### src/rtl/ad1_pkg.sv
// Shared types and constants for the PMOD AD1 serial receiver.
//   state_t    : receiver FSM states (IDLE, SHIFT, QUIET)
//   FRAME_BITS : sclk falls per conversion frame
//   DATA_BITS  : useful sample bits (LSBs of the frame)
//   LEAD_ZEROS : leading bits the ADC always sends as zero
//   TOGGLES    : sclk edges per frame (one fall + one rise per bit)
package ad1_pkg;

  typedef enum logic [1:0] {
    IDLE  = 2'd0,
    SHIFT = 2'd1,
    QUIET = 2'd2
  } state_t;

  localparam int FRAME_BITS = 16;
  localparam int DATA_BITS  = 12;
  localparam int LEAD_ZEROS = 4;
  localparam int TOGGLES    = 2 * FRAME_BITS;

endpackage

### src/rtl/ad1_sclk_gen.sv
// Serial clock generator for the AD1 receiver.
// Divides clk by 2*CLK_DIV while run is high; sclk idles high.
// Ports:
//   clk, reset_b : system clock, async active-low reset
//   clr          : hold divider/toggle count at zero and sclk high
//   run          : advance the divider (frame in progress)
//   sclk         : registered serial clock
//   fall_tick    : high on the clk edge that drives sclk high->low
//   rise_tick    : high on the clk edge that drives sclk low->high
//   done         : high on the edge producing the last (32nd) toggle
module ad1_sclk_gen
  import ad1_pkg::*;
#(
  parameter int CLK_DIV = 4
) (
  input  logic clk,
  input  logic reset_b,
  input  logic clr,
  input  logic run,
  output logic sclk,
  output logic fall_tick,
  output logic rise_tick,
  output logic done
);

  logic [7:0] div_cnt;
  logic [5:0] tog_cnt;
  logic       term;

  assign term      = run && (div_cnt == 8'(CLK_DIV - 1));
  // Strobes are combinational so the consumer acts on the same edge
  // that moves sclk; sclk itself is the pre-edge level here.
  assign fall_tick = term && sclk;
  assign rise_tick = term && !sclk;
  assign done      = rise_tick && (tog_cnt == 6'(TOGGLES - 1));

  always_ff @(posedge clk or negedge reset_b) begin
    if (!reset_b) begin
      div_cnt <= '0;
      tog_cnt <= '0;
      sclk    <= 1'b1;
    end else if (clr) begin
      div_cnt <= '0;
      tog_cnt <= '0;
      sclk    <= 1'b1;
    end else if (run) begin
      if (term) begin
        div_cnt <= '0;
        sclk    <= ~sclk;
        tog_cnt <= tog_cnt + 6'd1;
      end else begin
        div_cnt <= div_cnt + 8'd1;
      end
    end
  end

endmodule

### src/rtl/pmod_ad1_rx.sv
// PMOD AD1 dual-channel 12-bit ADC receiver (SPI-style master).
// Each frame drops CS, clocks 16 sclk cycles, shifts both MISO lines in
// MSB first and presents the low 12 bits of each with a 1-clk valid.
// Channel 0 = setpoint, channel 1 = process value.
// Optional build macro AD1_LEAD_ZERO_CHECK_EN: flags frames whose four
// leading bits are not zero on frame_err; otherwise frame_err is 0.
// Ports:
//   clk, reset_b        : system clock, async active-low reset
//   conv_en             : level, frames run back-to-back while high
//   adc_miso0/1         : serial data from the ADC, channels 0/1
//   adc_cs_out          : chip select, active low
//   adc_sclk            : serial clock, idles high
//   sample0/sample1     : last completed samples, held between frames
//   sample_valid        : 1-clk pulse when samples update
//   busy                : high while CS is low
//   frame_err           : leading-zero violation of the last frame
module pmod_ad1_rx
  import ad1_pkg::*;
#(
  parameter int CLK_DIV    = 4,
  parameter int QUIET_CLKS = 8
) (
  input  logic                 clk,
  input  logic                 reset_b,
  input  logic                 conv_en,
  input  logic                 adc_miso0,
  input  logic                 adc_miso1,
  output logic                 adc_cs_out,
  output logic                 adc_sclk,
  output logic [DATA_BITS-1:0] sample0,
  output logic [DATA_BITS-1:0] sample1,
  output logic                 sample_valid,
  output logic                 busy,
  output logic                 frame_err
);

  localparam int Q_W = (QUIET_CLKS > 1) ? $clog2(QUIET_CLKS) : 1;

  // Without the check the leading bits are never looked at, so the shift
  // registers only keep the last DATA_BITS bits of the frame.
`ifdef AD1_LEAD_ZERO_CHECK_EN
  localparam int SREG_W = FRAME_BITS;
`else
  localparam int SREG_W = DATA_BITS;
`endif

  state_t            state;
  logic [4:0]        bit_cnt;
  logic [SREG_W-1:0] sreg0, sreg1;
  logic [Q_W-1:0]    qcnt;

  logic sclk_fall, sclk_rise, sclk_done;
  logic frame_end;

  ad1_sclk_gen #(.CLK_DIV(CLK_DIV)) u_sclk (
    .clk       (clk),
    .reset_b   (reset_b),
    .clr       (state != SHIFT),
    .run       (state == SHIFT),
    .sclk      (adc_sclk),
    .fall_tick (sclk_fall),
    .rise_tick (sclk_rise),
    .done      (sclk_done)
  );

  assign frame_end = sclk_done && sclk_rise && (bit_cnt == 5'(FRAME_BITS));

  always_ff @(posedge clk or negedge reset_b) begin
    if (!reset_b) begin
      state        <= IDLE;
      adc_cs_out   <= 1'b1;
      busy         <= 1'b0;
      bit_cnt      <= '0;
      sreg0        <= '0;
      sreg1        <= '0;
      qcnt         <= '0;
      sample0      <= '0;
      sample1      <= '0;
      sample_valid <= 1'b0;
    end else begin
      sample_valid <= 1'b0;
      unique case (state)
        IDLE: begin
          if (conv_en) begin
            state      <= SHIFT;
            adc_cs_out <= 1'b0;
            busy       <= 1'b1;
            bit_cnt    <= '0;
          end
        end
        SHIFT: begin
          // Capture on the edge that lowers sclk: miso still holds the
          // bit the ADC presented before this fall.
          if (sclk_fall) begin
            sreg0   <= {sreg0[SREG_W-2:0], adc_miso0};
            sreg1   <= {sreg1[SREG_W-2:0], adc_miso1};
            bit_cnt <= bit_cnt + 5'd1;
          end
          if (frame_end) begin
            state        <= QUIET;
            adc_cs_out   <= 1'b1;
            busy         <= 1'b0;
            sample0      <= sreg0[DATA_BITS-1:0];
            sample1      <= sreg1[DATA_BITS-1:0];
            sample_valid <= 1'b1;
            qcnt         <= '0;
          end
        end
        QUIET: begin
          if (qcnt == Q_W'(QUIET_CLKS - 1)) begin
            qcnt <= '0;
            if (conv_en) begin
              state      <= SHIFT;
              adc_cs_out <= 1'b0;
              busy       <= 1'b1;
              bit_cnt    <= '0;
            end else begin
              state <= IDLE;
            end
          end else begin
            qcnt <= qcnt + Q_W'(1);
          end
        end
        default: begin
          state      <= IDLE;
          adc_cs_out <= 1'b1;
          busy       <= 1'b0;
        end
      endcase
    end
  end

`ifdef AD1_LEAD_ZERO_CHECK_EN
  always_ff @(posedge clk or negedge reset_b) begin
    if (!reset_b) begin
      frame_err <= 1'b0;
    end else if (state == SHIFT && frame_end) begin
      frame_err <= (|sreg0[FRAME_BITS-1 -: LEAD_ZEROS]) |
                   (|sreg1[FRAME_BITS-1 -: LEAD_ZEROS]);
    end
  end
`else
  assign frame_err = 1'b0;
`endif

endmodule

### config.mk
export PLATFORM = sky130hd
export DESIGN_NAME = pmod_ad1_rx
export DESIGN_NICKNAME = d
export VERILOG_FILES = /design/src/rtl/ad1_pkg.sv /design/src/rtl/ad1_sclk_gen.sv /design/src/rtl/pmod_ad1_rx.sv
export SDC_FILE = /design/constraint.sdc
export NUM_CORES = 1
export LEC_CHECK = 0
export BUFFER_PORTS_ARGS = -buffer_cell sky130_fd_sc_hd__buf_2
export CORE_ASPECT_RATIO = 2
export CORE_MARGIN = 2
export CORE_UTILIZATION = 40
export DETAILED_ROUTE_END_ITERATION = 10
export REMOVE_ABC_BUFFERS = 1
export SLEW_MARGIN = 10
export SYNTH_ARGS = -nofsm -noshare
export SYNTH_HDL_FRONTEND = slang
export SYNTH_SLANG_ARGS = --single-unit
### constraint.sdc
create_clock -name clk -period 2.6 [get_ports clk]
set_clock_uncertainty 0.15 [all_clocks]
set_input_delay 0.26 -clock clk [delete_from_list [all_inputs] [get_ports clk]]
set_output_delay 0.26 -clock clk [all_outputs]
set_load 0.02 [all_outputs]
* Yosys cells after proc, flatten, opt, wreduce, memory -nomap -nowiden
Cells that the tools add are included.
** Word-level totals
- Input bits :: 5
- Register bits after elaboration :: 76
** Operators by class
- Reduce and logical (&&, ||, !) cells :: 19
- Equality and inequality tests :: 11
- Add/sub/neg operators :: 4
- Bitwise gates (word level) :: 1
- Muxes and demuxes :: 31
** Operators with widths (number)
- $mux W8 :: 3
- $mux W6 :: 3
- $mux W5 :: 3
- $pmux W5 S3 :: 1
- $mux W1 :: 12
- $reduce_and A2 Y1 :: 5
- $add A8 B1 Y8 const B :: 1
- $eq A8 B2 Y1 const B :: 1
- $ne A2 B2 Y1 const B :: 4
- $add A6 B1 Y6 const B :: 1
- $eq A6 B5 Y1 const B :: 1
- $logic_and A1 B1 Y1 :: 6
- $mux W2 :: 3
- $mux W3 :: 2
- $pmux W1 S3 :: 2
- $pmux W2 S3 :: 1
- $pmux W3 S2 :: 1
- $reduce_and A3 Y1 :: 2
- $reduce_bool A2 Y1 :: 3
- $add A5 B1 Y5 const B :: 1
- $eq A5 B5 Y1 const B :: 1
- $add A3 B1 Y3 const B :: 1
- $eq A3 B3 Y1 const B :: 1
- $reduce_bool A3 Y1 :: 1
- 6 further kinds :: 6

* Logic depth before layout (Yosys ltp)
Gate-level depths: netlist (run 1).
- Depth after elaboration :: 8
- Mapped depth :: 7

* Hierarchy
From an unflattened synthesis (run 1), not the netlist that was laid out.
** Unflattened totals
- Cells, all modules :: 260
- Area, all modules :: 3295.7 um^2
** By module, submodules not included
- pmod_ad1_rx :: sequential area each 1527.7 um^2, area each 2454.9 um^2, times used 1, cells each 169
- ad1_sclk_gen :: sequential area each 376.6 um^2, area each 840.8 um^2, times used 1, cells each 91

* Least setup slack after synthesis (run 1)
Ideal clock, no wire load.
- Kind :: reg-to-reg
- From :: register u_sclk.div_cnt[0]
- To :: register sample0[0]
- Arrival :: 1.933 ns
- Path buffers :: 2
- Cell stages (with the launch flop) :: 8
- Slack :: 0.389 ns
- Setup time :: 0.127 ns
- Period minus slack after synthesis :: 2.211 ns
- Cell sequence :: dfrtp_1 > ha_1 > nor3b_2 > nand2_2 > nor3_2 > buf_4 > buf_8 > mux2_1
** Between the ends
- Longest elaborated chain between the ends :: 7
** RTL lines
- start: declaration :: line ad1_sclk_gen.sv:26 : logic [7:0] div_cnt;
- start signal: assignment :: line ad1_sclk_gen.sv:52 : div_cnt <= div_cnt + 8'd1;
- $eq A8 B2 Y1 * :: line ad1_sclk_gen.sv:30 : assign term = run && (div_cnt == 8'(CLK_DIV - 1));
- $logic_and A1 B1 Y1 * :: line ad1_sclk_gen.sv:30
- $logic_and A1 B1 Y1 * :: line ad1_sclk_gen.sv:34 : assign rise_tick = term && !sclk;
- $logic_and A1 B1 Y1 :: line ad1_sclk_gen.sv:35 : assign done = rise_tick && (tog_cnt == 6'(TOGGLES - 1));
- $logic_and A1 B1 Y1 * (2 in series) :: line pmod_ad1_rx.sv:66 : assign frame_end = sclk_done && sclk_rise && (bit_cnt == 5'(FRAME_BITS));
- $reduce_and A2 Y1 (no line) *
- end signal: assignment :: line pmod_ad1_rx.sv:103 : sample0 <= sreg0[DATA_BITS-1:0];
- end: declaration :: line pmod_ad1_rx.sv:30 : output logic [DATA_BITS-1:0] sample0,
Every way passes the cells marked *; elsewhere a longest branch is shown, timed or not.
A chain may end at the register's enable or synchronous reset.

* Final worst setup path (run 1)
- From :: register u_sclk.div_cnt[0]
- To :: register sample1[10]
** Between the ends
- Longest elaborated chain between the ends :: 7
** RTL lines
- $eq A8 B2 Y1 * :: line ad1_sclk_gen.sv:30
- $logic_and A1 B1 Y1 * :: line ad1_sclk_gen.sv:30
- $logic_and A1 B1 Y1 * :: line ad1_sclk_gen.sv:34
- $logic_and A1 B1 Y1 :: line ad1_sclk_gen.sv:35
- $logic_and A1 B1 Y1 * (2 in series) :: line pmod_ad1_rx.sv:66
- $reduce_and A2 Y1 (no line) *
- end signal: assignment :: line pmod_ad1_rx.sv:104 : sample1 <= sreg1[DATA_BITS-1:0];
- end: declaration :: line pmod_ad1_rx.sv:31 : output logic [DATA_BITS-1:0] sample1,
Marks and branches as above.

==> results of run 1 <==
[Yosys cell counts (2+ instances only)]
| cell | instances | area share (%) |
|---|---|---|
| dfstp_2 | 2 | 1.7 |
| xor2_1 | 10 | 2.8 |
| mux2_1 | 6 | 2.1 |
| nand2_1 | 7 | 0.83 |
| dfrtp_1 | 74 | 59 |
| inv_1 | 7 | 0.83 |
| mux2_2 | 42 | 15 |
| o22ai_1 | 2 | 0.40 |
| clkbuf_1 | 3 | 0.36 |
| buf_2 | 2 | 0.32 |
| nor3_1 | 2 | 0.32 |
| nor2_1 | 12 | 1.4 |
| o21ai_0 | 6 | 0.95 |
| nand2b_1 | 4 | 0.79 |
| or3_1 | 2 | 0.40 |
| and3_1 | 5 | 0.99 |
| nand3_1 | 18 | 2.8 |
| o21a_1 | 2 | 0.47 |
| nand3b_1 | 2 | 0.47 |
| buf_4 | 3 | 0.71 |
| or4_1 | 2 | 0.47 |
| ha_1 | 6 | 2.4 |
[kinds of logic (layout without fill, tap and decap cells)]
| kind of cell | after synthesis | in the layout | share of synthesized area, % |
|---|---|---|---|
| multiplexers | 48 | 48 | 17.1 |
| buffers and inverters | 16 | 61 | 2.69 |
| AND/OR/NAND/NOR | 62 | 62 | 11.2 |
| AO/OA/AOI/OAI | 16 | 16 | 3.25 |
| XOR/XNOR | 11 | 11 | 3.05 |
| adder cells (fa/ha/maj) | 6 | 6 | 2.37 |
| flip-flops | 76 | 76 | 60.2 |
| other | 1 | 1 | 0.119 |
[through the flow]
step           std cells  utilization, %  area [um^2]  hold slack, ns  setup WS [ns]
2_1_floorplan        227               -         3100          -0.186         -0.362
3_3_place_gp         358            45.1         3450           0.154          0.315
3_5_place_dp         358            45.1         3450           0.160          0.240
4_1_cts              375            48.7         3730         0.00829          0.197
5_1_grt              375            48.7         3730          0.0171         0.0212
6_report             375            48.7         3730          0.0161          0.210
[routing by layer]
metal / share of wire (%) / up-vias
met5: 0 / -
li1: - / 906
met4: 3.3 / 0
met2: 55 / 23
met3: 2.6 / 11
met1: 39 / 986
[where the power goes]
group / switching, mW / internal [mW]
Clock: 0.429 / 0.669
Combinational: 0.0265 / 0.0147
Sequential: 0.00768 / 1.20
[layout make-up]
cell class | instances | area [um^2]
clock inverters | 2 | 10.0
inverters | 7 | 26.3
fillers | 735 | 3930
repair buffers | 38 | 235
multi-input cells | 144 | 1180
flip-flops and latches | 76 | 1900
well taps | 94 | 118
clock buffers | 14 | 254
[sequential cells by signal (all words and copies together) (netlist names), 2 cells and up]
name and count:
bit_cnt 5, qcnt 3, sample0 12, sample1 12, sreg0 12, sreg1 12, state 2, u_sclk.div_cnt 8
u_sclk.tog_cnt 6
[how the worst max path moves through the flow]
stage,slack (ns),endpoint,cells after the start
floorplan,-0.36,sample0[10]$_DFFE_PN0P_,5
global placement,0.31,sample1[11]$_DFFE_PN0P_,6
detailed placement,0.24,sample1[10]$_DFFE_PN0P_,6
CTS,0.20,sample1[10]$_DFFE_PN0P_,6
global route,0.02,sample1[9]$_DFFE_PN0P_,6
finish,0.21,sample1[10]$_DFFE_PN0P_,6
[worst register-to-register path, cell delays in order, from the launching register on]
cell and delay (ns):
dfrtp_1 0.40, ha_1 0.25, nor3b_2 0.42, nand2_2 0.21, nor3_4 0.26, buf_12 0.22
mux2_1 0.36
==> qor.yml, run 1 <==
status:
  status: "completed"
logic_synthesis:
  ys_warn_count: 0
  ys_ff_latch: 76
  synthArstFlopShare_pct: 100
  ys.flop_type: "dfrtp_1"
  synth-seq-area-share_pct: 60.2
  syn_area_mm2: 0.00316
  synth_cells: 236
  yosysUniqueCellTypes: 39
  synth-edff-count: 0
  syn_avg_cell_area_um2: 13.4
min_path:
  hold_depth: 2
  min_path_type: "in -> reg"
  hold_path_end: "sreg1[0]$_DFFE_PN0P_"
  hold_path_startpoint: "adc_miso1"
floorplanning:
  rows: 45
  die_w_um: 66.9
  dieArea_mm2: 0.00867
  core_region_area_mm2: 0.00766
  die_h_um: 130
  start_util_pct: 41.3
  num_io_pins: 34
clock_network:
  path_clk_slew_ns: 0.05
  cts_max_level: 3
  cts_buffers: 9
  clock-sinks: 76
  clock_latency_ns: 0.32
  cts_root_buf: "clkbuf_16"
  post_cts_resized: 0
  cts_tree: "yes"
  post_cts_buffers: 0
  hold_buffers: 1
  clockBufferDepth: 2
setup_path:
  cp.arrival_ns: 2.44
  crit_type: "reg -> reg"
  reg2reg_depth: 6
  reg2reg_from: "u_sclk.div_cnt[0]$_DFF_PN0_"
  critPathRequiredTime_ns: 2.65
  crit_family: "simple AND/OR/NAND/NOR gates"
  crit_buf_inv: 1
  worstReg2RegEnd: "sample1[10]$_DFFE_PN0P_"
  slowest_stage: "nor3b_2"
  cp-startpoint: "u_sclk.div_cnt[0]$_DFF_PN0_"
  cp_max_fo: 29
  path_cells: "ha_1 -> nor3b_2 -> nand2_2 -> nor3_4 -> buf_12 -> mux2_1"
  crit_path_start_kind: "flop"
  rrSetupSlack_ns: 0.21
  cpPeakStageDelay_ns: 0.42
  critPathCaptureType: "flop"
placed_design:
  routabilityCongestion: 0.761
  port_buffers: 32
  hpwl_um: 3740
sta:
  fmax_mhz: 418
  rsz0062_at_grt: "false"
  finalSetupTns_ns: 0
  post-route-min-period_ns: 2.39
  final_max_slew_viol_count: 0
  finalCritPeriodShare_pct: 91.9
  hold_violations: 0
  finalSetupViolations: 0
global_route:
  grt_pass1_wl_um: 9540
  grt_use_total_pct: 14.9
  antenna_found_initial: 0
  grt_use_met1_pct: 17.2
  grtUsageMet3_pct: 3.53
  grt_pass1_vias: 2005
  gr-total-overflow: 0
  grt_start_max_net_pins: 77
  grt_util_met2_pct: 24.6
  busiest_layer: "met2"
routing:
  via_count: 1926
  finalWirelength_um: 5460
  drt_iter0_drc: 58
  firstDrtPassIters: 2
  wl_per_cell_um: 14.6
  route.detailed.drc: 0
  antenna_left: 0
  routed_via_density: 5.14
cells_and_area:
  layout.nets: 287
  n_antenna_cell: 0
  drive_gt1_share_pct: 34.9
  final_common_cell: "dfrtp_1"
  area_delta_synth_final_pct: 17.8
  final_cell_mix: "dfrtp_1, mux2_2, buf_2, nand3_1, nor2_1"
power:
  leakagePower_nw: 1.89
  peakVddDrop_mv: 0.525
  total_power_mw: 2.34
  power_density_mw_per_mm2: 629
run:
  drv_cap: 0
Power figures use the tool's default switching activity.
==> run 2: changes to the inputs <==
Settings changed: CORE_ASPECT_RATIO 2 to not set.
==> run 2 against run 1 <==
Effect of this change:
- sequential share of layout area up 0.33 points
- non-clock buffer count up 3
- via count down 0.67%
- sequential power about the same
- count of clock-buffer cells in the layout down 2
- setup slack better by 0.14 ns
- die area down 0.50%
- combinational power up 6.6%
- register-to-register slack better by 0.14 ns
- final area down 0.64%
- global-route usage down 1.2 points
- core utilization down 0.50 points
- critical endpoint is now sample1[11]$_DFFE_PN0P_
==> qor.yml, run 2 (synthesis gave the netlist of run 1 again) <==
power:
  leakagePower_nw: 1.88
  power_density_mw_per_mm2: 582
  peakVddDrop_mv: 0.349
clock_network:
  clock_latency_ns: 0.34
  clockBufferDepth: 2
  cts_tree: "yes"
  cts_root_buf: "clkbuf_8"
  post_cts_resized: 0
  hold_buffers: 3
  path_clk_slew_ns: 0.08
  cts_max_level: 3
  post_cts_buffers: 0
  cts_buffers: 9
  clock-sinks: 76
run:
  drv_cap: 0
global_route:
  grt_use_total_pct: 13.7
  grt_start_max_net_pins: 77
  grt_pass1_wl_um: 9180
  gr-total-overflow: 0
  grt_pass1_vias: 1903
  antenna_found_initial: 0
sta:
  finalCritPeriodShare_pct: 86.6
  hold_violations: 0
  finalSetupViolations: 0
  final_max_slew_viol_count: 0
  post-route-min-period_ns: 2.25
  timing.final.ws_setup_ns: 0.349
  rsz0062_at_grt: "false"
  fmax_mhz: 444
routing:
  wl_per_cell_um: 13.6
  antenna_left: 0
  routed_via_density: 4.96
  finalWirelength_um: 5250
  via_count: 1913
  drt_iter0_drc: 90
  firstDrtPassIters: 4
  route.detailed.drc: 0
setup_path:
  critPathRequiredTime_ns: 2.67
  crit_type: "reg -> reg"
  cp.arrival_ns: 2.32
  slowest_stage: "nor4_4"
  path_depth: 5
  critPathCaptureType: "flop"
  cpPeakStageDelay_ns: 0.46
  crit_buf_inv: 1
  crit_family: "simple AND/OR/NAND/NOR gates"
  reg2reg_depth: 5
  crit_path_start_kind: "flop"
  path_cells: "nor4_4 -> nand2_2 -> nor3_4 -> buf_12 -> mux2_2"
  cp_max_fo: 29
min_path:
  hold_depth: 3
  min_path_type: "in -> reg"
floorplanning:
  die_w_um: 92.9
  core_region_area_mm2: 0.00769
  die_h_um: 92.9
  start_util_pct: 41.1
  rows: 32
  dieArea_mm2: 0.00863
  num_io_pins: 34
cells_and_area:
  regArea_mm2: 0.00190
  n_antenna_cell: 0
  final_cell_mix: "dfrtp_1, mux2_2, buf_2, nand3_1, nor2_1"
  area_delta_synth_final_pct: 17.1
  nFillCells: 715
  final_common_cell: "dfrtp_1"
  layout.nets: 290
  postLayoutCoreUtil_pct: 48.2
  drive_gt1_share_pct: 35.9
  multi_input_area_mm2: 0.00118
status:
  status: "completed"
placed_design:
  routabilityCongestion: 0.745
  hpwl_um: 3370
  place_ws_ns: 0.365
  port_buffers: 32
-- run 2: changes by cell type in the layout (fill, tap and decap cells not counted), sizes merged --
cell,delta
clkbuf,-2
dlygate4sd3,+2
buf,+1
bufinv,+1
clkinvlp,+1
-- run 2: power breakdown --
group	internal [mW]	switching (mW)	total, mW
clock	0.493	0.419	0.912
combinational	0.0166	0.0272	0.0438
sequential	1.19	0.00755	1.20
-- run 2: path summary, 6_finish.rpt --
check                                          end                         from  slack, ns
min reg2reg                 sample1[8]$_DFFE_PN0P_       sample1[8]$_DFFE_PN0P_       0.34
max in group asynchronous  u_sclk.sclk$_DFFE_PN1P_                      reset_b       1.61
max reg2reg                sample1[11]$_DFFE_PN0P_  u_sclk.div_cnt[3]$_DFF_PN0_       0.35
min                         adc_cs_out$_DFFE_PN1P_                      conv_en       0.14
min in group asynchronous     sreg0[8]$_DFFE_PN0P_                      reset_b       0.32
max                        sample1[11]$_DFFE_PN0P_  u_sclk.div_cnt[3]$_DFF_PN0_       0.35
-- run 2: layer usage --
metal,up-vias,GRT usage [%],share of wire [%]
met4,0,5.27,1.4
met2,28,19.5,44
met5,-,0,0
met3,7,4.80,4.4
li1,914,-,-
met1,964,19.4,50
-- run 2: worst register-to-register path, stage by stage (launching register included) --
cell     delay, ns
dfrtp_1       0.44
nor4_4        0.46
nand2_2       0.22
nor3_4        0.27
buf_12        0.22
mux2_2        0.38
-- run 2: layout make-up --
| cell class | instances | share of cell area (%) |
|---|---|---|
| Sequential cell | 76 | 51.4 |
| Multi-Input combinational cell | 144 | 31.8 |
| Timing Repair Buffer | 41 | 7.10 |
| Clock buffer | 12 | 4.19 |
| Tap cell | 102 | 3.45 |
| Clock inverter | 4 | 1.28 |
| Inverter | 7 | 0.710 |
-- run 2: per-stage QoR --
stage                     instances  power [mW]  hold WS, ns  instance area (um^2)  setup TNS [ns]
final                           386        2.16        0.139                  3700               0
after global routing            386        2.25        0.145                  3700               0
after CTS                       386        2.19        0.131                  3700               0
after detailed placement        367        1.27        0.160                  3470               0
after global placement          367        1.27        0.163                  3470               0
after floorplan                 227        1.23       -0.186                  3100           -9.29
==> run 3: changes to the inputs <==
Clock period 2.6 ns to 2.1 ns, I/O delays scaled along.
==> run 3 against run 2 <==
Effect of this change:
- wire length up 7.5%
- power grew 23%
- highest routed layer unchanged
- critical path depth increased by 2
- sequential power up 24%
- largest cell class unchanged
- count of clock-buffer cells in the layout shrank 2
==> qor.yml, run 3 (synthesis gave the netlist of run 1 again) <==
cells_and_area:
  nFillCells: 711
  layout.nets: 305
  n_antenna_cell: 0
  multi_input_area_mm2: 0.00120
  drive_gt1_share_pct: 39.8
  final_cell_mix: "dfrtp_1, mux2_2, buf_2, nand3_1, buf_4"
  final_common_cell: "dfrtp_1"
  final_cell_count_no_fill: 401
  postLayoutCoreUtil_pct: 50.5
  area_delta_synth_final_pct: 22.8
  regArea_mm2: 0.00190
power:
  swShare_pct: 22.4
  switchingPower_mw: 0.592
  clkPwrFrac_pct: 41.8
  p_comb_share_pct: 2.1
  peakVddDrop_mv: 0.506
  seq_power_share_pct: 56.1
  leakagePower_nw: 1.96
  total_power_mw: 2.65
  internal_power_mw: 2.06
  power_density_mw_per_mm2: 682
setup_path:
  path_cells: "ha_2 -> nor3b_4 -> nand2_2 -> nor3_4 -> buf_12 -> clkbuf_16 -> mux2_2"
  critPathCaptureType: "flop"
  rrSetupSlack_ns: 0.07
  crit_family: "simple AND/OR/NAND/NOR gates"
  crit_buf_inv: 2
  worstReg2RegEnd: "sample0[6]$_DFFE_PN0P_"
  critPathRequiredTime_ns: 2.19
  path_depth: 7
  cp-startpoint: "u_sclk.div_cnt[1]$_DFF_PN0_"
  reg2reg_from: "u_sclk.div_cnt[1]$_DFF_PN0_"
  cp-endpoint: "sample0[6]$_DFFE_PN0P_"
  slowest_stage: "dfrtp_1"
  cpPeakStageDelay_ns: 0.38
  reg2reg_depth: 7
  cp_max_fo: 7
  crit_path_start_kind: "flop"
  cp.arrival_ns: 2.12
  crit_type: "reg -> reg"
sta:
  hold_violations: 0
  post-route-min-period_ns: 2.03
  fmax_mhz: 493
  finalSetupTns_ns: 0
  final_max_slew_viol_count: 0
  rsz0062_at_grt: "true"
  finalCritPeriodShare_pct: 96.6
  finalSetupViolations: 0
run:
  drv_cap: 0
floorplanning:
  start_util_pct: 41.1
  rows: 32
  num_io_pins: 34
  dieArea_mm2: 0.00863
  core_region_area_mm2: 0.00769
  die_w_um: 92.9
  die_h_um: 92.9
routing:
  antenna_left: 0
  routed_via_density: 4.86
  finalWirelength_um: 5640
  drt_iter0_drc: 54
  wl_per_cell_um: 14.1
  route.detailed.drc: 0
  via_count: 1947
  firstDrtPassIters: 3
placed_design:
  port_buffers: 32
  hpwl_um: 3540
  routabilityCongestion: 0.750
  placed_cells: 373
clock_network:
  cts_buffers: 9
  clockBufferDepth: 2
  path_clk_slew_ns: 0.08
  clock_latency_ns: 0.35
  cts_max_level: 3
  clock-sinks: 76
  cts_root_buf: "clkbuf_8"
  cts_tree: "yes"
global_route:
  grt_pass1_wl_um: 9510
  grt_pass1_vias: 1974
  grt_start_max_net_pins: 38
  grt_use_total_pct: 14.3
  gr-total-overflow: 0
  antenna_found_initial: 0
status:
  status: "completed"
min_path:
  min_path_type: "in -> reg"
## run 3: cell types whose count changed in the layout (fill, tap and decap cells not counted), sizes merged
cell / change
clkinv: -1
inv: +2
buf: +13
clkinvlp: +1
## run 3: worst min path at each step
stage                 start                           to  slack [ns]  cells after the start
global route        conv_en       adc_cs_out$_DFFE_PN1P_        0.08                      3
detailed placement  reset_b  u_sclk.div_cnt[5]$_DFF_PN0_        0.07                      1
CTS                 conv_en       adc_cs_out$_DFFE_PN1P_        0.07                      3
finish              conv_en       adc_cs_out$_DFFE_PN1P_        0.08                      3
floorplan           reset_b       bit_cnt[0]$_DFFE_PN0P_       -0.24                      0
global placement    reset_b  u_sclk.div_cnt[5]$_DFF_PN0_        0.07                      1
## run 3: area by class of cell
class / count / share of cell area, %
Clock buffer: 10 / 3.29
Clock inverter: 6 / 1.84
Inverter: 7 / 0.677
Multi-Input combinational cell: 144 / 30.9
Sequential cell: 76 / 49.1
Tap cell: 102 / 3.29
Timing Repair Buffer: 56 / 11.0
## run 3: per-stage QoR
step / worst slack, ns / hold slack (ns) / instance area, um^2
after floorplan: -0.862 / -0.236 / 3100
after global placement: 0.0735 / 0.0689 / 3510
after detailed placement: 0.0324 / 0.0686 / 3510
after CTS: 0.0113 / 0.0663 / 3740
after global routing: -0.0113 / 0.0770 / 3880
final: 0.0704 / 0.0767 / 3880
## run 3: tightest hold or removal path, stage by stage
cell and delay (ns):
buf_2 0.10, a21boi_0 0.12, or3_1 0.11
## run 3: power by group through the flow
stage                     clock network (mW)  registers, mW  logic (mW)
after floorplan                            0           1.51      0.0136
after global placement                     0           1.51      0.0541
after detailed placement                   0           1.51      0.0549
after CTS                               1.15           1.49      0.0589
after global routing                    1.23           1.49      0.0651
final                                   1.11           1.49      0.0555
## run 3: metal layers
metal	GRT usage (%)	vias to the layer above	routed length, um
met1	18.4	958	2620
met4	6.62	0	105
met5	0	-	0
met2	21.4	33	2670
li1	-	947	-
met3	5.29	9	251
## run 3: timing repair
action,CTS,global route
hold endpoints to repair,37,0
gates resized for setup,0,4
buffers inserted,0,6
setup endpoints to repair,0,24
hold buffers,3,0
